===== config.mk =====
export PLATFORM = sky130hd
export DESIGN_NAME = tc_queue
export DESIGN_NICKNAME = d
export VERILOG_FILES = /design/src/rtl/tc_pkg.sv /design/src/rtl/tc_queue_mem.sv /design/src/rtl/tc_queue.sv
export SDC_FILE = /design/constraint.sdc
export NUM_CORES = 1
export LEC_CHECK = 0
export BUFFER_PORTS_ARGS = -buffer_cell sky130_fd_sc_hd__buf_2
export CAP_MARGIN = 5
export CORE_MARGIN = 5
export CORE_UTILIZATION = 67
export CTS_CLUSTER_SIZE = 14
export DETAILED_ROUTE_END_ITERATION = 7
export GPL_TIMING_DRIVEN = 0
export HOLD_SLACK_MARGIN = 0.05
export PLACE_DENSITY_LB_ADDON = 0.3
export SYNTH_ARGS = -nofsm -noshare
export SYNTH_HDL_FRONTEND = slang
export SYNTH_SLANG_ARGS = --single-unit

===== constraint.sdc =====
create_clock -name clk -period 4.81 [get_ports clk]
set_input_delay 1.443 -clock clk [delete_from_list [all_inputs] [get_ports clk]]
set_output_delay 1.443 -clock clk [all_outputs]
set_load 0.005 [all_outputs]

===== src/rtl/tc_pkg.sv =====
// Shared width helpers for the builtin TC_* components.
package tc_pkg;

    function automatic int ptr_width(input int depth);
        return (depth > 1) ? $clog2(depth) : 1;
    endfunction

    function automatic int occ_width(input int depth);
        return $clog2(depth) + 1;
    endfunction

endpackage


===== src/rtl/tc_queue_mem.sv =====
// Storage array for tc_queue: one synchronous write port, one asynchronous read port, no reset.
module tc_queue_mem #(
    parameter int BIT_WIDTH = 8,
    parameter int DEPTH     = 16,
    parameter int PTR_W     = 4
) (
    input  logic                 clk,
    input  logic                 we,
    input  logic [PTR_W-1:0]     waddr,
    input  logic [BIT_WIDTH-1:0] wdata,
    input  logic [PTR_W-1:0]     raddr,
    output logic [BIT_WIDTH-1:0] rdata
);

    logic [BIT_WIDTH-1:0] mem [DEPTH];

    always_ff @(posedge clk) begin
        if (we) mem[waddr] <= wdata;
    end

    assign rdata = mem[raddr];

endmodule


===== src/rtl/tc_queue.sv =====
// First-word-fall-through FIFO feeding the delay line; out is registered so negedge samplers see settled data.
// Optional occupancy port enabled by defining TC_QUEUE_COUNT_EN.
module tc_queue
    import tc_pkg::*;
#(
    parameter int    UUID      = 0,
    parameter string NAME      = "",
    parameter int    BIT_WIDTH = 8,
    parameter int    DEPTH     = 16
) (
    input  logic                          clk,
    input  logic                          rst,
    input  logic                          push,
    input  logic [BIT_WIDTH-1:0]          in,
    input  logic                          pop,
    output logic [BIT_WIDTH-1:0]          out,
    output logic                          empty,
    output logic                          full,
`ifdef TC_QUEUE_COUNT_EN
    output logic [occ_width(DEPTH)-1:0]   count,
`endif
    output logic                          err
);

    localparam int PTR_W = ptr_width(DEPTH);
    localparam int OCC_W = occ_width(DEPTH);

    logic [PTR_W-1:0]     rd_ptr, wr_ptr, rd_nxt;
    logic [OCC_W-1:0]     occ, occ_nxt;
    logic [BIT_WIDTH-1:0] rdata, out_nxt;
    logic                 push_acc, pop_acc, err_nxt;

    assign empty = (occ == '0);
    assign full  = (occ == OCC_W'(DEPTH));

`ifdef TC_QUEUE_COUNT_EN
    assign count = occ;
`endif

    assign push_acc = push && (!full || pop);
    assign pop_acc  = pop && !empty;
    assign err_nxt  = err || (push && !push_acc) || (pop && !pop_acc);
    assign rd_nxt   = pop_acc ? rd_ptr + 1'b1 : rd_ptr;

    always_comb begin
        occ_nxt = occ;
        if (push_acc && !pop_acc)      occ_nxt = occ + 1'b1;
        else if (!push_acc && pop_acc) occ_nxt = occ - 1'b1;
    end

    // The next head slot may be the one written on this same edge; bypass the array then.
    always_comb begin
        out_nxt = rdata;
        if (occ_nxt == '0)                      out_nxt = '0;
        else if (empty && push_acc)             out_nxt = in;
        else if (push_acc && rd_nxt == wr_ptr)  out_nxt = in;
    end

    tc_queue_mem #(
        .BIT_WIDTH (BIT_WIDTH),
        .DEPTH     (DEPTH),
        .PTR_W     (PTR_W)
    ) u_mem (
        .clk   (clk),
        .we    (push_acc),
        .waddr (wr_ptr),
        .wdata (in),
        .raddr (rd_nxt),
        .rdata (rdata)
    );

    always_ff @(posedge clk or posedge rst) begin
        if (rst) begin
            rd_ptr <= '0;
            wr_ptr <= '0;
            occ    <= '0;
            out    <= '0;
            err    <= 1'b0;
        end else begin
            rd_ptr <= rd_nxt;
            if (push_acc) wr_ptr <= wr_ptr + 1'b1;
            occ    <= occ_nxt;
            out    <= out_nxt;
            err    <= err_nxt;
        end
    end

endmodule


Yosys cells after proc, flatten, opt, wreduce, memory -nomap -nowiden
Memory sizes are Yosys's and may differ from the RTL's.
Index checks and enable logic that the tools add are counted.
- memory bits (read-only): 0
- register bits: 22
- memory bits (writable): 128
- output and inout bits: 11
- input bits: 12
- bits in latches: 0
- memories: 1
- multiplexer cells: 8
- reductions and logical operators: 17
- equality and inequality tests: 2
- multiply operators: 0
- add/subtract/negate cells: 4
- bitwise gates (word level): 0
- div/mod/pow operators: 0
- $lt $le $gt $ge: 0
- shifts and indexed selects: 0
- memory list (memory ; depth ; width ; rd ports ; clocked after memory_dff ; write ports ; RTL line ; text):
    u_mem.mem ; 16 ; 8 ; 1 ; 0 ; 1 ; tc_queue_mem.sv:15 ; logic [BIT_WIDTH-1:0] mem [DEPTH];
- operator list (cell ; count):
    8-bit two-way mux ; 3
    5-bit zero test ; 2
    5-bit two-way mux ; 2
    4-bit by 1-bit adder with 4-bit output (second input constant) ; 2
    1-bit logical AND ; 8
    5-bit by 1-bit adder with 5-bit output (second input constant) ; 1
    5-bit equality test (second input constant) ; 1
    5-bit by 1-bit subtractor with 5-bit output (second input constant) ; 1
    4-bit equality test ; 1
    1-bit zero test ; 4
    4-bit two-way mux ; 1
    1-bit logical OR ; 3
    1-bit two-way mux ; 2

Logic depth before layout (Yosys ltp)
- depth after elaboration: 10
- depth in mapped cells: 12
- gate-level depth less buffers: 9

Cells and area by module
From an unflattened synthesis, not the netlist that was laid out.
- cell total of the unflattened synthesis: 367
- area total of the unflattened synthesis: 6475.0 µm²
- by module, submodules not included (module ; instances ; seq. area each (µm²) ; cells each ; area each (µm²)):
    tc_queue_mem ; 1 ; 3843.7 ; 221 ; 4987.3
    tc_queue ; 1 ; 550.5 ; 146 ; 1487.7

Least setup slack after synthesis
No wires, ideal clock.
- kind: input to register
- start: input push
- end: memory u_mem.mem[3][0], enable pin
- arrival: 3.235 ns
- stages on the path: 5
- library setup time: 0.383 ns
- path slack: 1.192 ns
- data required time: 4.427 ns
- cells stage by stage: clkbuf_1 -> clkbuf_1 -> a21boi_1 -> nand2_1 -> nor3_1
- word-level cells in the longest chain between the ends: 3
- RTL lines (item ; RTL line ; text):
    start, declared ; tc_queue.sv:13 ; input logic push,
    1-bit logical AND ; tc_queue.sv:40 ; assign push_acc = push && (!full || pop);
    1-bit two-way mux ; tc_queue_mem.sv:18 ; if (we) mem[waddr] <= wdata;
    1-bit two-way mux (implied by the code) ; tc_queue_mem.sv:18 ;
    end, declared ; tc_queue_mem.sv:15 ;
No other way between the ends.

Worst setup path after layout
- start: input push
- end: memory u_mem.mem[3][3], enable pin
Same word-level chain as after synthesis.

==> metrics.md <==
| Metric | Value |
|---|---|
| Result of the run | `finished, final reports clean` |
| Gate power share | `47.0%` |
| Routed wire length | `19.8 mm` |
| Area enclosed by the die boundary | `13400 um2` |
| All-layer global routing usage | `31.0%` |
| Slew at the pin closest to its max-slew limit | `1.28 ns` |
| Switching power of the nets | `2.27 mW` |
| Number of buffers inserted during clock tree synthesis | `17` |
| Relative area change from synthesis to final layout | `11.4%` |
| Pin count of the biggest net entering global routing | `23` |
| H-Tree Level Count | `4` |
| Antenna diode instance count | `0` |
| Die outline height | `116 um` |
| Number of buffers inserted to repair setup after CTS | `0` |
| Via count of the first global-routing pass | `5487` |
| Clock-pin slew of the registers on the worst-case setup and hold paths | `0.06 ns` |
| Grt total ovfl | `0` |
| Worst hold path class | `flip-flop to flip-flop` |
| Buf/Inv on CP | `2` |
| Count of cell instances traversed by the critical path | `5` |
| Total of flip-flops plus latches after synthesis | `150` |
| Cts-stage hold buffer count | `0` |
| Detailed-route vias per instance | `7.55` |
| Clock network fraction of design power | `22.5%` |
| PortBufs | `21` |
| Startpoint class of the critical path | `primary input` |
| I/O pins | `23` |
| Cell type with the highest aggregate area in the netlist | `sky130_fd_sc_hd__edfxtp_1` |
| Largest fanout on the critical path | `10` |
| Top-count cell post-synth | `sky130_fd_sc_hd__edfxtp_1` |
| Mean cell area of the mapped netlist | `13.4 um2` |
| Placement Setup Slack | `0.359 ns` |
| Largest stage delay on the critical path | `1.04 ns` |
| Largest cells by area after synthesis | `sky130_fd_sc_hd__edfxtp_1, sky130_fd_sc_hd__dfrtp_1, sky130_fd_sc_hd__mux2i_1, sky130_fd_sc_hd__o221ai_1, sky130_fd_sc_hd__mux4_2` |
| Setup repair after global routing missed its margin | `false` |
| Initial antenna violation count | `0` |
| Wire length of the first global-routing pass | `30.8 mm` |
| Count of final max-slew check failures | `0` |
| Number of standard cells in the final layout excluding fillers | `749` |
| Placeable core region | `10900 um2` |
| Async set or reset register ratio after synthesis | `14.7%` |
| Worst Hold End | `err` |
| Total instance count after detailed placement | `717` |
| Power Internal | `3.44 mW` |
| Mapped Area | `7480 um2` |
| CP most frequent cell | `sky130_fd_sc_hd__clkbuf_1` |
| Hold Path Stages | `1` |
| Main flop type after synthesis | `sky130_fd_sc_hd__edfxtp_1` |
| Residual DRC | `0` |
| DR pass1 iterations | `5` |
| Die width | `116 um` |
| CTS resizes | `0` |
| WS Path Type | `primary input to flip-flop` |
| Placer's final routability congestion estimate | `0.970` |
| Number of max-cap violations | `0` |
| Synthesized net count | `575` |
| Clock tree from TritonCTS | `built` |
| Proportion of netlist area held by the largest area contributor | `51.4%` |
| Count of nets left with antenna violations after detail routing | `0` |
| CTS Buffer Depth | `2` |
| Worst reg2reg setup slack | `1.25 ns` |
| Reg2reg end | `out[1]` |
| Cell chain of the critical path | `clkbuf_1, clkbuf_1, a21boi_1, nand2_1, nor3_1` |
| Number of cells produced by synthesis | `556` |
| Setup TNS | `0 ns` |
| Clock latency reported for the late side of the worst-skew pair | `0.54 ns` |
| Detailed placement HPWL | `12.9 mm` |
| Post-synth EDFFs | `128` |
| Nets | `615` |
| Sequential share of the synthesized area | `58.8%` |
| Max-slew headroom | `14.3%` |
| Count of routing violations after the opening detailed-route iteration | `848` |
| Via count | `5658` |
| Beginning of the worst register-to-register path | `occ[1]` |
| Total power after layout | `5.70 mW` |
| Hold path startpoint | `err` |
| Family with the most delay on the worst path | `simple AND/OR/NAND/NOR gates` |
| Core Rows | `38` |
| Clk Tree Root Cell | `sky130_fd_sc_hd__clkbuf_8` |
| Post-DR wirelength/cell | `26.4 um` |
| Max Freq | `253 MHz` |
| Fill cell total of the finished layout | `666` |
| Period utilization | `82.1%` |
| CP endpoint kind | `flip-flop` |
| Synth top cells by count | `sky130_fd_sc_hd__edfxtp_1, sky130_fd_sc_hd__mux2i_1, sky130_fd_sc_hd__o221ai_1` |
| Max IR drop VDD | `0.391 mV` |
| Total setup violations reported at the end of the flow | `0` |
| PnR worst setup slack | `0.861 ns` |
| Clock sink count | `150` |
| Yosys synthesis warning count | `0` |
| Initial standard-cell utilization of the core | `68.7%` |
| WP data arrival | `4.10 ns` |
| CP Data Required Time | `4.96 ns` |
| Power per cell area | `685 nW/um2` |
| Maximum clock skew at final layout | `0.00893 ns` |
| Fraction of final layout cells with drive strength greater than 1 | `19.0%` |
| Post-layout min period | `3.95 ns` |
| P_leak | `2.85 nW` |
| CP max stage cell | `sky130_fd_sc_hd__nor3_1` |
| Hold violation total from the final report | `0` |
| Length in cells of the worst reg-to-reg path | `11` |
| Net Sw Frac | `39.7%` |
| Sequential share of power | `30.5%` |
| Number of different library cells in the post-synthesis netlist | `74` |
| Final core utilization | `76.5%` |
flip-flops by register name (all words and copies together), names as in the netlist:
register   flops
rd_ptr         4
wr_ptr         4
out            8
u_mem.mem    128
occ            5
err            1
metrics by stage:
step	hold slack, ns	instance area [um2]
finish	0.459	8330
floorplan	0.451	7480
global route	0.485	8330
global placement	0.435	7760
detailed placement	0.445	7760
CTS	0.459	8330
layout make-up:
class / count / area, um2 / share of cell area (%)
Buffer: 47 / 243 / 2.91
Multi-Input combinational cell: 349 / 2800 / 33.6
Tap cell: 140 / 175 / 2.10
Clock buffer: 26 / 509 / 6.11
Clock inverter: 6 / 65.1 / 0.781
Inverter: 10 / 38.8 / 0.466
Sequential cell: 150 / 4390 / 52.7
Timing Repair Buffer: 21 / 105 / 1.26
worst max path at each step:
stage | endpoint | start
6_report | u_mem.mem[3][3] | push
5_1_grt | u_mem.mem[3][3] | push
4_1_cts | u_mem.mem[3][3] | push
3_5_place_dp | u_mem.mem[3][4] | push
3_3_place_gp | u_mem.mem[3][4] | push
2_1_floorplan | u_mem.mem[3][0] | push
logic make-up after synthesis:
kind of cell               after synthesis  share of synthesized area (%)
xor gates and xnor gates                11                           1.49
buffers and inverters                   57                           3.76
muxes                                   64                           10.2
DFF                                    150                           58.8
and+or+nand+nor                         84                           6.14
AOI/OAI and AO/OA                      183                           18.5
adders and majority gates                7                           1.17
metal layers:
layer	vias to the layer above	global-route usage (%)	routed length, um
li1	2370	-	-
met1	2747	41.3	6910
met2	465	51.4	9710
met3	76	5.69	2480
met4	0	11.9	697
met5	-	0	0
layout by cell type (no fill, tap or decap), drive strengths merged, types with 6 or more instances in the layout:
| cell type | Yosys | layout |
|---|---|---|
| a311oi | 8 | 8 |
| nand2 | 16 | 16 |
| o221a | 7 | 7 |
| o21ai | 29 | 29 |
| a32o | 7 | 7 |
| buf | 28 | 49 |
| ha | 7 | 7 |
| inv | 8 | 9 |
| a22oi | 7 | 7 |
| a32oi | 8 | 8 |
| mux4 | 8 | 8 |
| dfrtp | 22 | 22 |
| edfxtp | 128 | 128 |
| clkbuf | 19 | 45 |
| xnor2 | 8 | 8 |
| nor2 | 21 | 21 |
| a21oi | 19 | 19 |
| o221ai | 35 | 35 |
| mux2i | 41 | 41 |
| o22a | 14 | 14 |
| nand3 | 6 | 6 |
| nor3 | 15 | 15 |
| o22ai | 22 | 22 |
| mux2 | 15 | 15 |
power groups by stage:
stage               clock (mW)  combinational [mW]  sequential, mW
detailed placement           0                2.56            1.76
CTS                       1.28                2.60            1.73
floorplan                    0                1.85            1.73
global route              1.34                2.84            1.75
finish                    1.28                2.68            1.74
global placement             0                2.45            1.74
Note: power is estimated with default switching activity, not from simulation.
